$ cat config.mk
export PLATFORM = sky130hd
export DESIGN_NAME = ctrl_sequencer
export DESIGN_NICKNAME = d
export VERILOG_FILES = /design/src/rtl/ctrl_sequencer_pkg.sv /design/src/rtl/ctrl_decode.sv /design/src/rtl/ctrl_sequencer.sv
export SDC_FILE = /design/constraint.sdc
export NUM_CORES = 1
export LEC_CHECK = 0
export CAP_MARGIN = 20
export CORE_MARGIN = 2
export CORE_UTILIZATION = 55
export DETAILED_ROUTE_END_ITERATION = 16
export DONT_BUFFER_PORTS = 1
export PLACE_DENSITY = 0.77
export SYNTH_ARGS = -nofsm -noshare
export SYNTH_HDL_FRONTEND = slang
export SYNTH_HIERARCHICAL = 1
export SYNTH_SLANG_ARGS = --single-unit
$ cat constraint.sdc
create_clock -name Clk -period 2.4 [get_ports Clk]
set_input_delay 0.48 -clock Clk [delete_from_list [all_inputs] [get_ports Clk]]
set_output_delay 0.48 -clock Clk [all_outputs]
set_load 0.05 [all_outputs]
$ cat src/rtl/ctrl_sequencer_pkg.sv
// ctrl_sequencer_pkg
//   Shared definitions for the multi-cycle control sequencer:
//   ALUOp encodings, FSM state type, opcode and funct field values.
package ctrl_sequencer_pkg;

  // ALU operation codes (4 bits wide; the sequencer casts to ALUW)
  localparam logic [3:0] kADD   = 4'd0;
  localparam logic [3:0] kSUB   = 4'd1;
  localparam logic [3:0] kNOT   = 4'd2;
  localparam logic [3:0] kBXOR  = 4'd3;
  localparam logic [3:0] kPASS  = 4'd4;
  localparam logic [3:0] kMOV   = 4'd5;
  localparam logic [3:0] kAND   = 4'd6;
  localparam logic [3:0] kSHIFT = 4'd7;
  localparam logic [3:0] kRXOR  = 4'd8;

  typedef enum logic [1:0] {
    S_IDLE   = 2'd0,
    S_DECODE = 2'd1,
    S_EXEC   = 2'd2,
    S_MEM    = 2'd3
  } state_t;

  // Opcode values, compared against a zero-extended opcode so that
  // opcodes >= 8 (wider OPW) fall through to the illegal default.
  localparam int OP_MISC  = 0;
  localparam int OP_EQ    = 1;
  localparam int OP_ARITH = 2;
  localparam int OP_JAL   = 3;
  localparam int OP_MOV   = 4;
  localparam int OP_AND   = 5;
  localparam int OP_SH    = 6;
  localparam int OP_RXOR  = 7;

  // funct values for opcode 000
  localparam logic [1:0] F_LOAD  = 2'b00;
  localparam logic [1:0] F_STORE = 2'b01;
  localparam logic [1:0] F_NOT   = 2'b10;
  localparam logic [1:0] F_BXOR  = 2'b11;

endpackage

$ cat src/rtl/ctrl_decode.sv
// ctrl_decode
//   Purely combinational instruction decoder.
//   ir          : instruction word (opcode = ir[IW-1 -: OPW], funct = ir[1:0])
//   branch, jump, alusrc, reg_size, func_ex, aluop : static datapath controls
//   is_mem, is_load, writes_reg, illegal           : instruction class bits
module ctrl_decode
  import ctrl_sequencer_pkg::*;
#(
  parameter int IW   = 9,
  parameter int OPW  = 3,
  parameter int ALUW = 4
) (
  input  logic [IW-1:0]   ir,
  output logic            branch,
  output logic            jump,
  output logic            alusrc,
  output logic            reg_size,
  output logic            func_ex,
  output logic [ALUW-1:0] aluop,
  output logic            is_mem,
  output logic            is_load,
  output logic            writes_reg,
  output logic            illegal
);

  logic [OPW-1:0] op;
  logic [31:0]    op_ext;
  logic [1:0]     funct;
  // Register/operand fields are consumed by the datapath, not here.
  logic           unused_fields;

  assign op            = ir[IW-1 -: OPW];
  assign op_ext        = 32'(op);
  assign funct         = ir[1:0];
  assign unused_fields = ^ir[IW-OPW-1:2];

  always_comb begin
    branch     = 1'b0;
    jump       = 1'b0;
    alusrc     = 1'b1;
    reg_size   = 1'b1;
    func_ex    = 1'b0;
    aluop      = ALUW'(kPASS);
    is_mem     = 1'b0;
    is_load    = 1'b0;
    writes_reg = 1'b1;
    illegal    = 1'b0;
    case (op_ext)
      OP_MISC: begin
        case (funct)
          F_LOAD: begin
            aluop   = ALUW'(kADD);
            alusrc  = 1'b0;
            func_ex = 1'b1;
            is_mem  = 1'b1;
            is_load = 1'b1;
          end
          F_STORE: begin
            aluop      = ALUW'(kADD);
            alusrc     = 1'b0;
            func_ex    = 1'b1;
            is_mem     = 1'b1;
            writes_reg = 1'b0;
          end
          F_NOT: aluop = ALUW'(kNOT);
          default: begin
            aluop    = ALUW'(kBXOR);
            reg_size = 1'b0;
          end
        endcase
      end
      OP_EQ: begin
        aluop      = ALUW'(kSUB);
        branch     = 1'b1;
        writes_reg = 1'b0;
      end
      OP_ARITH: begin
        // funct[1] selects SUB over ADD, funct[0] selects the immediate form
        reg_size = 1'b0;
        aluop    = funct[1] ? ALUW'(kSUB) : ALUW'(kADD);
        alusrc   = ~funct[0];
      end
      OP_JAL: jump = 1'b1;
      OP_MOV: aluop = ALUW'(kMOV);
      OP_AND: aluop = ALUW'(kAND);
      OP_SH: begin
        aluop  = ALUW'(kSHIFT);
        alusrc = 1'b0;
      end
      OP_RXOR: aluop = ALUW'(kRXOR);
      default: begin
        // Unknown opcode executes as a NOP that flags itself
        illegal    = 1'b1;
        writes_reg = 1'b0;
      end
    endcase
  end

endmodule

$ cat src/rtl/ctrl_sequencer.sv
// ctrl_sequencer
//   Multi-cycle control sequencer: accepts one instruction per handshake,
//   decodes it, then runs a one-cycle EXEC or a MEM_LAT-cycle MEM phase.
//   Clk, Reset (async, active-high)
//   instr/instr_valid/instr_ready : fetch handshake
//   zero                          : ALU zero flag, used in EXEC
//   Branch, Jump, ALUSrc, ALUOp, Reg_Size, Func_Ex : static controls
//   MemRead, MemWrite, RegWrite, pc_en, branch_taken, illegal : strobes
//   dbg_state                     : current FSM state
//   MEM_LAT must be 1..15 and 2**CNTW must exceed MEM_LAT.
//
// Handshake: an instruction transfers on a rising Clk edge where
// instr_valid and instr_ready are both 1. instr_ready is 1 only in IDLE;
// instr_valid while not ready is ignored and instr is not sampled.
module ctrl_sequencer
  import ctrl_sequencer_pkg::*;
#(
  parameter int IW      = 9,
  parameter int OPW     = 3,
  parameter int ALUW    = 4,
  parameter int MEM_LAT = 2,
  parameter int CNTW    = 4
) (
  input  logic            Clk,
  input  logic            Reset,
  input  logic [IW-1:0]   instr,
  input  logic            instr_valid,
  output logic            instr_ready,
  input  logic            zero,
  output logic            Branch,
  output logic            MemRead,
  output logic            MemWrite,
  output logic            Reg_Size,
  output logic            Func_Ex,
  output logic            Jump,
  output logic            ALUSrc,
  output logic            RegWrite,
  output logic [ALUW-1:0] ALUOp,
  output logic            pc_en,
  output logic            branch_taken,
  output logic            illegal,
  output state_t          dbg_state
);

  state_t          state_q, state_d;
  logic [IW-1:0]   ir_q;
  logic [CNTW-1:0] cnt_q;
  logic            branch_q, jump_q, alusrc_q, reg_size_q, func_ex_q;
  logic [ALUW-1:0] aluop_q;

  logic            accept;
  logic [IW-1:0]   dec_word;
  logic            dec_branch, dec_jump, dec_alusrc, dec_reg_size, dec_func_ex;
  logic [ALUW-1:0] dec_aluop;
  logic            dec_is_mem, dec_is_load, dec_writes_reg, dec_illegal;

  assign accept = (state_q == S_IDLE) && instr_valid;

  // In IDLE the decoder looks at the incoming word so the static controls
  // can be loaded together with IR and are already valid during DECODE.
  // After that it decodes IR, which holds steady until the next accept.
  assign dec_word = (state_q == S_IDLE) ? instr : ir_q;

  ctrl_decode #(
    .IW   (IW),
    .OPW  (OPW),
    .ALUW (ALUW)
  ) u_decode (
    .ir         (dec_word),
    .branch     (dec_branch),
    .jump       (dec_jump),
    .alusrc     (dec_alusrc),
    .reg_size   (dec_reg_size),
    .func_ex    (dec_func_ex),
    .aluop      (dec_aluop),
    .is_mem     (dec_is_mem),
    .is_load    (dec_is_load),
    .writes_reg (dec_writes_reg),
    .illegal    (dec_illegal)
  );

  always_ff @(posedge Clk or posedge Reset) begin
    if (Reset) begin
      state_q    <= S_IDLE;
      ir_q       <= '0;
      cnt_q      <= '0;
      branch_q   <= 1'b0;
      jump_q     <= 1'b0;
      alusrc_q   <= 1'b1;
      reg_size_q <= 1'b1;
      func_ex_q  <= 1'b0;
      aluop_q    <= ALUW'(kPASS);
    end else begin
      state_q <= state_d;
      if (accept) begin
        ir_q       <= instr;
        branch_q   <= dec_branch;
        jump_q     <= dec_jump;
        alusrc_q   <= dec_alusrc;
        reg_size_q <= dec_reg_size;
        func_ex_q  <= dec_func_ex;
        aluop_q    <= dec_aluop;
      end
      if (state_q == S_DECODE && dec_is_mem)
        cnt_q <= CNTW'(MEM_LAT - 1);
      else if (state_q == S_MEM && cnt_q != '0)
        cnt_q <= cnt_q - 1'b1;
    end
  end

  // Strobes are decoded from registered state only, so Reset clears them
  // immediately and an interrupted instruction leaves nothing behind.
  always_comb begin
    state_d      = state_q;
    instr_ready  = 1'b0;
    RegWrite     = 1'b0;
    MemRead      = 1'b0;
    MemWrite     = 1'b0;
    pc_en        = 1'b0;
    branch_taken = 1'b0;
    illegal      = 1'b0;
    case (state_q)
      S_IDLE: begin
        instr_ready = 1'b1;
        if (instr_valid) state_d = S_DECODE;
      end
      S_DECODE: state_d = dec_is_mem ? S_MEM : S_EXEC;
      S_EXEC: begin
        pc_en        = 1'b1;
        RegWrite     = dec_writes_reg;
        branch_taken = branch_q & zero;
        illegal      = dec_illegal;
        state_d      = S_IDLE;
      end
      S_MEM: begin
        MemRead  = dec_is_load;
        // Counter starts at MEM_LAT-1, so that value marks the first MEM cycle
        MemWrite = ~dec_is_load && (cnt_q == CNTW'(MEM_LAT - 1));
        if (cnt_q == '0) begin
          pc_en    = 1'b1;
          RegWrite = dec_writes_reg;
          state_d  = S_IDLE;
        end
      end
      default: state_d = S_IDLE;
    endcase
  end

  assign Branch    = branch_q;
  assign Jump      = jump_q;
  assign ALUSrc    = alusrc_q;
  assign Reg_Size  = reg_size_q;
  assign Func_Ex   = func_ex_q;
  assign ALUOp     = aluop_q;
  assign dbg_state = state_q;

endmodule

After elaboration in Yosys (flattened, before gate mapping)
Cells that the tools add are included.
- output and inout port bits: 18
- bits in registers: 24
- bitwise operators: 3
- eq/ne operators: 15
- reductions and logical operators: 15
- multiplexer cells: 32
- add/subtract/negate cells: 1
- operators with widths (kind ; count):
    $logic_not 32->1 ; 1
    $pmux 4 s7 ; 1
    $mux 1 ; 19
    $eq 3x3->1 const B ; 4
    $mux 9 ; 1
    $mux 4 ; 2
    $pmux 1 s2 ; 4
    $pmux 2 s4 ; 1
    $reduce_or 8->1 ; 1
    $eq 2x2->1 const B ; 3
    $eq 3x2->1 const B ; 2
    $reduce_or 6->1 ; 1
    $eq 2x1->1 const B ; 2
    $eq 4x1->1 const B ; 1
    $logic_and 1x1->1 ; 4
    $logic_not 2->1 ; 2
    $logic_not 4->1 ; 1
    $mux 2 ; 2
    $pmux 2 s2 ; 1
    $reduce_bool 4->1 ; 1
    $sub 4x1->4 const B ; 1
    $eq 3x1->1 const B ; 1
    $pmux 1 s3 ; 1
    $reduce_or 3->1 ; 1
    7 further kinds ; 8

Longest topological paths before layout
Gate-level depths: netlist of run 1.
- depth after elaboration: 8
- depth in mapped cells: 9

Cells and area by module
The synthesis of run 1 kept the hierarchy.
- modules (own cells, without submodules) (module ; times used ; cells an instance ; area an instance (sq um) ; sequential area each (sq um)):
    ctrl_sequencer ; 1 ; 92 ; 1211.2 ; 604.3
    ctrl_decode ; 1 ; 28 ; 186.4 ; 0.0

Least setup slack after synthesis of run 1
OpenSTA, ideal clock, no wires.
- path type: reg-to-output
- from: register state_q[0], in the netlist dbg_state[0]
- to: output port MemWrite
- stages on the path, launching flop included: 8
- path buffers: 2
- setup slack: -1.347 ns
- data arrival time: 3.267 ns
- cell sequence: dfrtp_1 -> nor2_1 -> buf_2 -> mux2_2 -> buf_4 -> nor4_2 -> nor2b_1 -> nor4_1
- elaborated cells between the ends (all ways): 10
- RTL lines (item ; line ; source):
    from (decl) ; ctrl_sequencer.sv:45 ; state_t state_q, state_d;
    from (signal assigned) ; ctrl_sequencer.sv:94 ; state_q <= state_d;
    $logic_not 2->1 ; ctrl_sequencer.sv:62 ; assign dec_word = (state_q == S_IDLE) ? instr : ir_q;
    $mux 9 ; ctrl_sequencer.sv:62 ;
    named net dec_word[7] ; ctrl_sequencer.sv:52 ; logic [IW-1:0] dec_word;
    $logic_not 32->1 ; ctrl_decode.sv:48 ; case (op_ext)
    $mux 1 ; ctrl_decode.sv:48 ;
    named net dec_is_load ; ctrl_sequencer.sv:55 ; logic dec_is_mem, dec_is_load, dec_writes_reg, dec_illegal;
    $not 1->1 ; ctrl_sequencer.sv:138 ; MemWrite = ~dec_is_load && (cnt_q == CNTW'(MEM_LAT - 1));
    $logic_and 1x1->1 ; ctrl_sequencer.sv:138 ;
    $mux 1 ; ctrl_sequencer.sv:122 ; case (state_q)
    to (decl) ; ctrl_sequencer.sv:32 ; output logic MemWrite,
The timed path passes the listed nets, and every way through them passes these cells.

Worst setup path after layout of run 1
- from: register state_q[1], in the netlist dbg_state[1]
- to: output port MemRead
- elaborated cells between the ends (all ways): 8
- RTL lines (item ; line ; source):
    $logic_not 2->1 ; ctrl_sequencer.sv:62 ;
    $mux 9 ; ctrl_sequencer.sv:62 ;
    named net dec_word[6] ; ctrl_sequencer.sv:52 ;
    $logic_not 32->1 ; ctrl_decode.sv:48 ;
    $mux 1 ; ctrl_decode.sv:48 ;
    named net dec_is_load ; ctrl_sequencer.sv:55 ;
    $mux 1 ; ctrl_sequencer.sv:122 ;
    to (decl) ; ctrl_sequencer.sv:31 ; output logic MemRead,
The timed path passes the listed nets, and every way through them passes these cells.

==> flow_metrics.tcl, run 1 <==
set metrics [dict create \
    outcome "finished, violations left" \
    violations "setup timing" \
    worst_pin_slew_ns 0.7517 \
    path_delay_family "simple AND/OR/NAND/NOR gates" \
    netlist_area_um2 1192 \
    layout.nets 134 \
    h-tree-depth 1 \
    num_rows 16 \
    critPathBufInv 0 \
    critical_path_class "reg -> out" \
    antenna_cells 0 \
    cts_root_buf "clkbuf_4" \
    clk_pin_slew_ns 0.12 \
    placed_area_um2 1310 \
    ant_nets 0 \
    grt_start_max_net_pins 21 \
    slew_headroom 0.4983 \
    path_cells "nor2_4 -> mux2_4 -> nor4_4 -> nor2b_4 -> and3_4" \
    grt_pass1_vias 774 \
    cts.sinks 20 \
    core_um2 2002 \
    finalHoldViolations 0 \
    drtIter0Drc 8 \
    areaGrowthSynthToFinish_pct 14.80 \
    grt_pass1_wl_um 3926 \
    place_hpwl_um 1648 \
    crit_path_end_kind "output port" \
    firstDrtPassIters 4 \
    grt_antenna_before_repair 0 \
    viasPerCell 5.593 \
    worstPathRequired_ns 1.92 \
    hold_buffers 0 \
    rrSetupSlack_ns 0.17 \
    port_buffers 0 \
    grt_overflow 0 \
    path_depth 5 \
    hold_path.class "in -> async" \
    critPathArrivalTime_ns 2.13 \
    rr_worst_depth 8 \
    synth_nets 123 \
    grt_usage 0.2076 \
    worstPathMaxFanout 5 \
    netlist_instances 108 \
    cts_max_path_buffers 2 \
    start_util 0.5956 \
    fin_tns_setup_ns -0.4432 \
    clock_skew_ns 0.009831 \
    min_period_ns 2.610 \
    fmax_ghz 0.3831 \
    via_count 811 \
    drive_above_1_share 0.4322 \
    nFillCells 154 \
    post_drt_wl_per_cell_um 16.23 \
    top_level_ports 31 \
    finalSetupViolations 3 \
    cp_slowest_cell "dfrtp_2" \
    chipHeight_um 50.56 \
    design_area_um2 1369 \
    place_congestion 0.7876 \
    slew_viol_final 0 \
    die_w_um 50.56 \
    cts_tree "built" \
    yosysWarnings 6 \
    finalWirelength_um 2354 \
    die_area_um2 2556 \
    clk_latency_ns 0.31 \
    route.detailed.drc 0 \
    maxCapViolations 0 \
    finalWorstSetupSlack_ns -0.2103 \
    numCtsBuffers 3 \
    rsz0062_at_grt "yes" \
    critPathLaunchType "flop" \
    syn_area_per_cell_um2 11.04 \
    slowest_delay_ns 0.44 \
    finalCritPeriodShare 1.088 \
]
-- stage by stage --
| step | util | hold slack (ns) | instances | worst slack, ns |
|---|---|---|---|---|
| 2_1_floorplan | - | 0.4415 | 108 | -0.2034 |
| 6_report | 0.6838 | 0.1705 | 145 | -0.2103 |
| 3_3_place_gp | 0.6544 | 0.4862 | 139 | 0.06485 |
| 5_1_grt | 0.6838 | 0.2372 | 145 | -0.2951 |
| 4_1_cts | 0.6738 | 0.2001 | 143 | -0.2020 |
| 3_5_place_dp | 0.6544 | 0.5028 | 139 | 0.05710 |
-- cell usage in the layout (no fill, tap or decap), types with 2 or more instances in the layout --
cell type,count
ha_1,2
nand2_1,6
buf_4,14
mux2_2,11
and3_4,2
and2_1,2
mux2_4,8
nand3_1,3
dfrtp_2,2
a21o_1,2
nor4_4,2
nor2_1,3
clkbuf_4,3
o21ai_0,4
nor2b_1,2
inv_1,5
dfstp_2,3
or3_1,2
a21oi_1,2
dfrtp_1,15
-- final timing paths --
kind,startpoint,to
max,dbg_state[1],MemRead
min,Reset,cnt_q[0]
max reg2reg,dbg_state[1],cnt_q[0]
min reg2reg,ir_q[8],ir_q[8]
max in group asynchronous,Reset,dbg_state[0]
min in group Clk,instr[1],ir_q[1]
-- state kept, by name, summed over array words and instances (netlist names) --
| register | flops |
|---|---|
| Jump | 1 |
| Func_Ex | 1 |
| Branch | 1 |
| dbg_state | 2 |
| ALUSrc | 1 |
| ir_q | 5 |
| Reg_Size | 1 |
| cnt_q | 4 |
| ALUOp | 4 |
-- layout make-up --
class,instances,area [um2],share of cell area
Clock buffer,4,26.28,0.01920
Sequential cell,20,506.7,0.3702
Timing Repair Buffer,15,125.1,0.09141
Tap cell,27,33.78,0.02468
Multi-Input combinational cell,74,658.1,0.4808
Inverter,5,18.77,0.01371
-- metal layers --
metal  track usage  vias up  routed length (um)  part of all wire
met3       0.06845        2                 183             0.078
met5             0        -                   0                 0
met2        0.3026       33                1057              0.45
met4       0.06757        0                  19            0.0081
li1              -      394                   -                 -
met1        0.2901      382                1093              0.46
-- repair_timing --
item	CTS	global route
hold endpoints to repair	0	0
buffers inserted	0	2
pin swaps	3	2
setup endpoints to repair	3	4
resized for setup	4	1
Power of run 1 is left out: the tool's default activity adds up to more than one toggle a clock period on the data nets, which glitch-free logic cannot reach.
==> inputs of run 2 (changes only) <==
--- a/config.mk
+++ b/config.mk
@@ -6,6 +6,7 @@
 export NUM_CORES = 1
 export LEC_CHECK = 0
 export CAP_MARGIN = 20
+export CORE_ASPECT_RATIO = 0.75
 export CORE_MARGIN = 2
 export CORE_UTILIZATION = 55
 export DETAILED_ROUTE_END_ITERATION = 16
==> flow_metrics.tcl, run 2 (same netlist as run 1, synthesis figures left out) <==
set metrics [dict create \
    viasPerCell 6.007 \
    h-tree-depth 1 \
    post_drt_wl_per_cell_um 17.76 \
    grt_usage 0.2100 \
    start_util 0.5868 \
    place_congestion 0.7546 \
    final_cell_mix "dfrtp_1, buf_4, mux2_4, mux2_2, nand2_1" \
    fin_tns_setup_ns -0.5797 \
    violations "setup timing" \
    cts.sinks 20 \
    drive_above_1_share 0.4793 \
    worstPathRequired_ns 1.92 \
    num_rows 14 \
    clock_skew_ns 0.003601 \
    hold_path.class "in -> async" \
    critical_path_class "reg -> out" \
    top_level_ports 31 \
    finalSetupViolations 3 \
    rsz0062_at_grt "yes" \
    layout.nets 137 \
    fin_hold_ws_ns 0.1855 \
    numCtsBuffers 3 \
    grt_start_max_net_pins 21 \
    die_w_um 57.77 \
    cts_max_path_buffers 2 \
    worstPathMaxFanout 6 \
    slew_headroom 0.4968 \
    fmax_ghz 0.3766 \
    grt_overflow 0 \
    firstDrtPassIters 4 \
    hold_buffers 0 \
    clk_latency_ns 0.30 \
    finalWirelength_um 2575 \
    areaGrowthSynthToFinish_pct 19.73 \
    grt_pass1_wl_um 3995 \
    drtIter0Drc 45 \
    die_area_um2 2560 \
    port_buffers 0 \
    outcome "finished, violations left" \
    worst_pin_slew_ns 0.7539 \
    cts_tree "built" \
    grt_pass1_vias 840 \
    cts_root_buf "clkbuf_4" \
    crit_path_end_kind "output port" \
    finalHoldViolations 0 \
    critPathArrivalTime_ns 2.18 \
    route.detailed.drc 0 \
    maxCapViolations 0 \
    via_count 871 \
    grt_antenna_before_repair 0 \
    clk_pin_slew_ns 0.11 \
    core_um2 2032 \
    antenna_cells 0 \
    place_hpwl_um 1733 \
    finalWorstSetupSlack_ns -0.2554 \
    slew_viol_final 0 \
    largest_register "ir_q" \
    ant_nets 0 \
    critPathLaunchType "flop" \
    largest_reg_flops 5 \
    min_period_ns 2.655 \
    chipHeight_um 44.33 \
    finalCritPeriodShare 1.106 \
]
==> run 2: layout make-up <==
cell class | instances | area, um2
Multi-Input combinational cell | 74 | 680.7
Fill cell | 147 | 604.3
Sequential cell | 20 | 506.7
Timing Repair Buffer | 18 | 155.1
Clock buffer | 4 | 36.28
Tap cell | 24 | 30.03
Inverter | 5 | 18.77
==> run 2: metal layers <==
metal,up-vias,wire [um],track usage
li1,398,-,-
met1,426,1096,0.2822
met2,39,1204,0.3295
met3,8,198,0.06725
met4,0,76,0.06047
met5,-,0,0
==> run 2: path summary, 6_finish.rpt <==
check / startpoint / end / slack, ns / cells past startpoint
setup / recovery: dbg_state[0] / MemRead / -0.26 / 6
hold / removal: Reset / ir_q[0] / 0.19 / 1
hold reg to reg: ir_q[8] / ir_q[8] / 0.53 / 1
max in group asynchronous: Reset / dbg_state[1] / 1.70 / 1
setup reg to reg: dbg_state[0] / cnt_q[0] / 0.08 / 10
min in group Clk: instr[6] / ir_q[6] / 0.32 / 1
==> run 2: critical path, stage by stage, from the launching register on <==
cell,delay (ns)
dfrtp_2,0.42
nor2_2,0.12
buf_6,0.14
mux2_4,0.33
nor4_4,0.30
nor2b_4,0.25
and3_4,0.31
==> run 2: repair_timing <==
| item | CTS | global route |
|---|---|---|
| pin swaps | 3 | 5 |
| endpoints found under the setup margin | 3 | 4 |
| setup buffers | 4 | 4 |
| gates resized for setup | 9 | 4 |
==> run 2: metrics by stage <==
| step | cells | setup slack [ns] | utilization | cell area [um2] |
|---|---|---|---|---|
| floorplan | 108 | -0.2034 | - | 1249 |
| CTS | 141 | -0.2096 | 0.6786 | 1379 |
| global placement | 133 | 0.09537 | 0.6318 | 1284 |
| detailed placement | 133 | 0.07478 | 0.6318 | 1284 |
| global route | 145 | -0.2922 | 0.7026 | 1428 |
| finish | 145 | -0.2554 | 0.7026 | 1428 |
Power of run 2 is left out for the same reason.
==> inputs of run 3 (changes only) <==
--- a/config.mk
+++ b/config.mk
@@ -8,10 +8,10 @@
 export CAP_MARGIN = 20
 export CORE_ASPECT_RATIO = 0.75
 export CORE_MARGIN = 2
-export CORE_UTILIZATION = 55
+export CORE_UTILIZATION = 30
 export DETAILED_ROUTE_END_ITERATION = 16
 export DONT_BUFFER_PORTS = 1
-export PLACE_DENSITY = 0.77
+export PLACE_DENSITY = 0.49
 export SYNTH_ARGS = -nofsm -noshare
 export SYNTH_HDL_FRONTEND = slang
 export SYNTH_HIERARCHICAL = 1
==> flow_metrics.tcl, run 3 (same netlist as run 1, synthesis figures left out) <==
set metrics [dict create \
    outcome "finished, violations left" \
    violations "setup timing" \
    finalCritPeriodShare 1.072 \
    rrSetupSlack_ns 0.10 \
    final_common_cell "dfrtp_1" \
    critPathArrivalTime_ns 2.09 \
    maxCapViolations 0 \
    die_area_um2 4500 \
    grt_use_met1 0.1676 \
    grt_overflow 0 \
    met2_usage 0.1942 \
    chipHeight_um 58.60 \
    grt_antenna_before_repair 0 \
    grt_start_max_net_pins 21 \
    cts_tree "built" \
    worstPathMaxFanout 5 \
    r2r_start "dbg_state[0]" \
    grt_use_met3 0.05982 \
    r2r-end "ALUSrc" \
    grt_pass1_vias 875 \
    route.detailed.drc 0 \
    core_um2 3732 \
    drtIter0Drc 19 \
    place_hpwl_um 1824 \
    cts.sinks 20 \
    port_buffers 0 \
    cts_root_buf "clkbuf_8" \
    layout.nets 137 \
    num_rows 19 \
    worstPathRequired_ns 1.92 \
    areaGrowthSynthToFinish_pct 25.29 \
    post_drt_wl_per_cell_um 14.69 \
    firstDrtPassIters 3 \
    worst_pin_slew_ns 0.7664 \
    slew_headroom 0.4885 \
    rsz0062_at_grt "yes" \
    fin_util 0.4003 \
    largest_reg_flops 5 \
    critical_path_class "reg -> out" \
    finalWorstSetupSlack_ns -0.1732 \
    fmax_ghz 0.3886 \
    min_period_ns 2.573 \
    grt_pass1_wl_um 4491 \
    cts_max_path_buffers 2 \
    h-tree-depth 1 \
    via_count 827 \
    design_area_um2 1494 \
    crit_path_end_kind "output port" \
    ant_nets 0 \
    clock_skew_ns 0.001643 \
    finalHoldViolations 0 \
    place_congestion 0.7058 \
    viasPerCell 4.780 \
    numCtsBuffers 3 \
    clk_latency_ns 0.26 \
    slew_viol_final 0 \
    rr_worst_depth 9 \
    top_level_ports 31 \
    fin_hold_ws_ns 0.2395 \
    die_w_um 76.80 \
    critPathLaunchType "flop" \
    final_cell_mix "dfrtp_1, buf_4, mux2_4, mux2_2, nand2_1" \
    drive_above_1_share 0.4711 \
    grt.busiest_layer "met2" \
    clk_pin_slew_ns 0.08 \
    hold_path.class "in -> async" \
    antenna_cells 0 \
    grt_usage 0.1303 \
    finalSetupViolations 3 \
    finalWirelength_um 2542 \
    placed_area_um2 1369 \
    largest_register "ir_q" \
    start_util 0.3195 \
    hold_buffers 0 \
    fin_tns_setup_ns -0.4142 \
]
## run 3: metal layers
metal,wire length [um],share of wire
met1,1250,0.49
met2,1111,0.44
met3,181,0.071
met4,0,0
met5,0,0
## run 3: cell type report
cell class                      instances  area, um2
Tap cell                               52      65.06
Sequential cell                        20      506.7
Inverter                                5      18.77
Multi-Input combinational cell         74      676.9
Clock buffer                            4      55.05
Timing Repair Buffer                   18      171.4
Fill cell                             393       2238
## run 3: how the worst max path moves through the flow
stage,from,end,slack (ns),cells past startpoint
after floorplan,dbg_state[1],MemRead,-0.20,7
after global placement,dbg_state[1],MemRead,0.04,6
after detailed placement,dbg_state[1],MemRead,-0.002,6
after CTS,dbg_state[0],MemRead,-0.18,6
after global routing,dbg_state[0],MemRead,-0.27,6
final,dbg_state[0],MemRead,-0.17,6
## run 3: critical path: stages, from the launching register on
cell     delay, ns
dfrtp_2       0.42
nor2_4        0.21
buf_6         0.13
mux2_4        0.31
nor4_4        0.23
nor2b_4       0.23
and3_4        0.30
## run 3: per-stage QoR
step                setup slack (ns)  std cells
finish                       -0.1732        173
detailed placement         -0.002324        166
floorplan                    -0.2034        108
global placement             0.03770        166
global route                 -0.2724        173
CTS                          -0.1850        172
## run 3: what timing repair did
action / 4_1_cts / 5_1_grt
endpoints found under the setup margin: 3 / 4
setup buffers: 2 / 1
gates resized for setup: 11 / 2
pin swaps: 6 / 6
Power of run 3 is left out for the same reason.
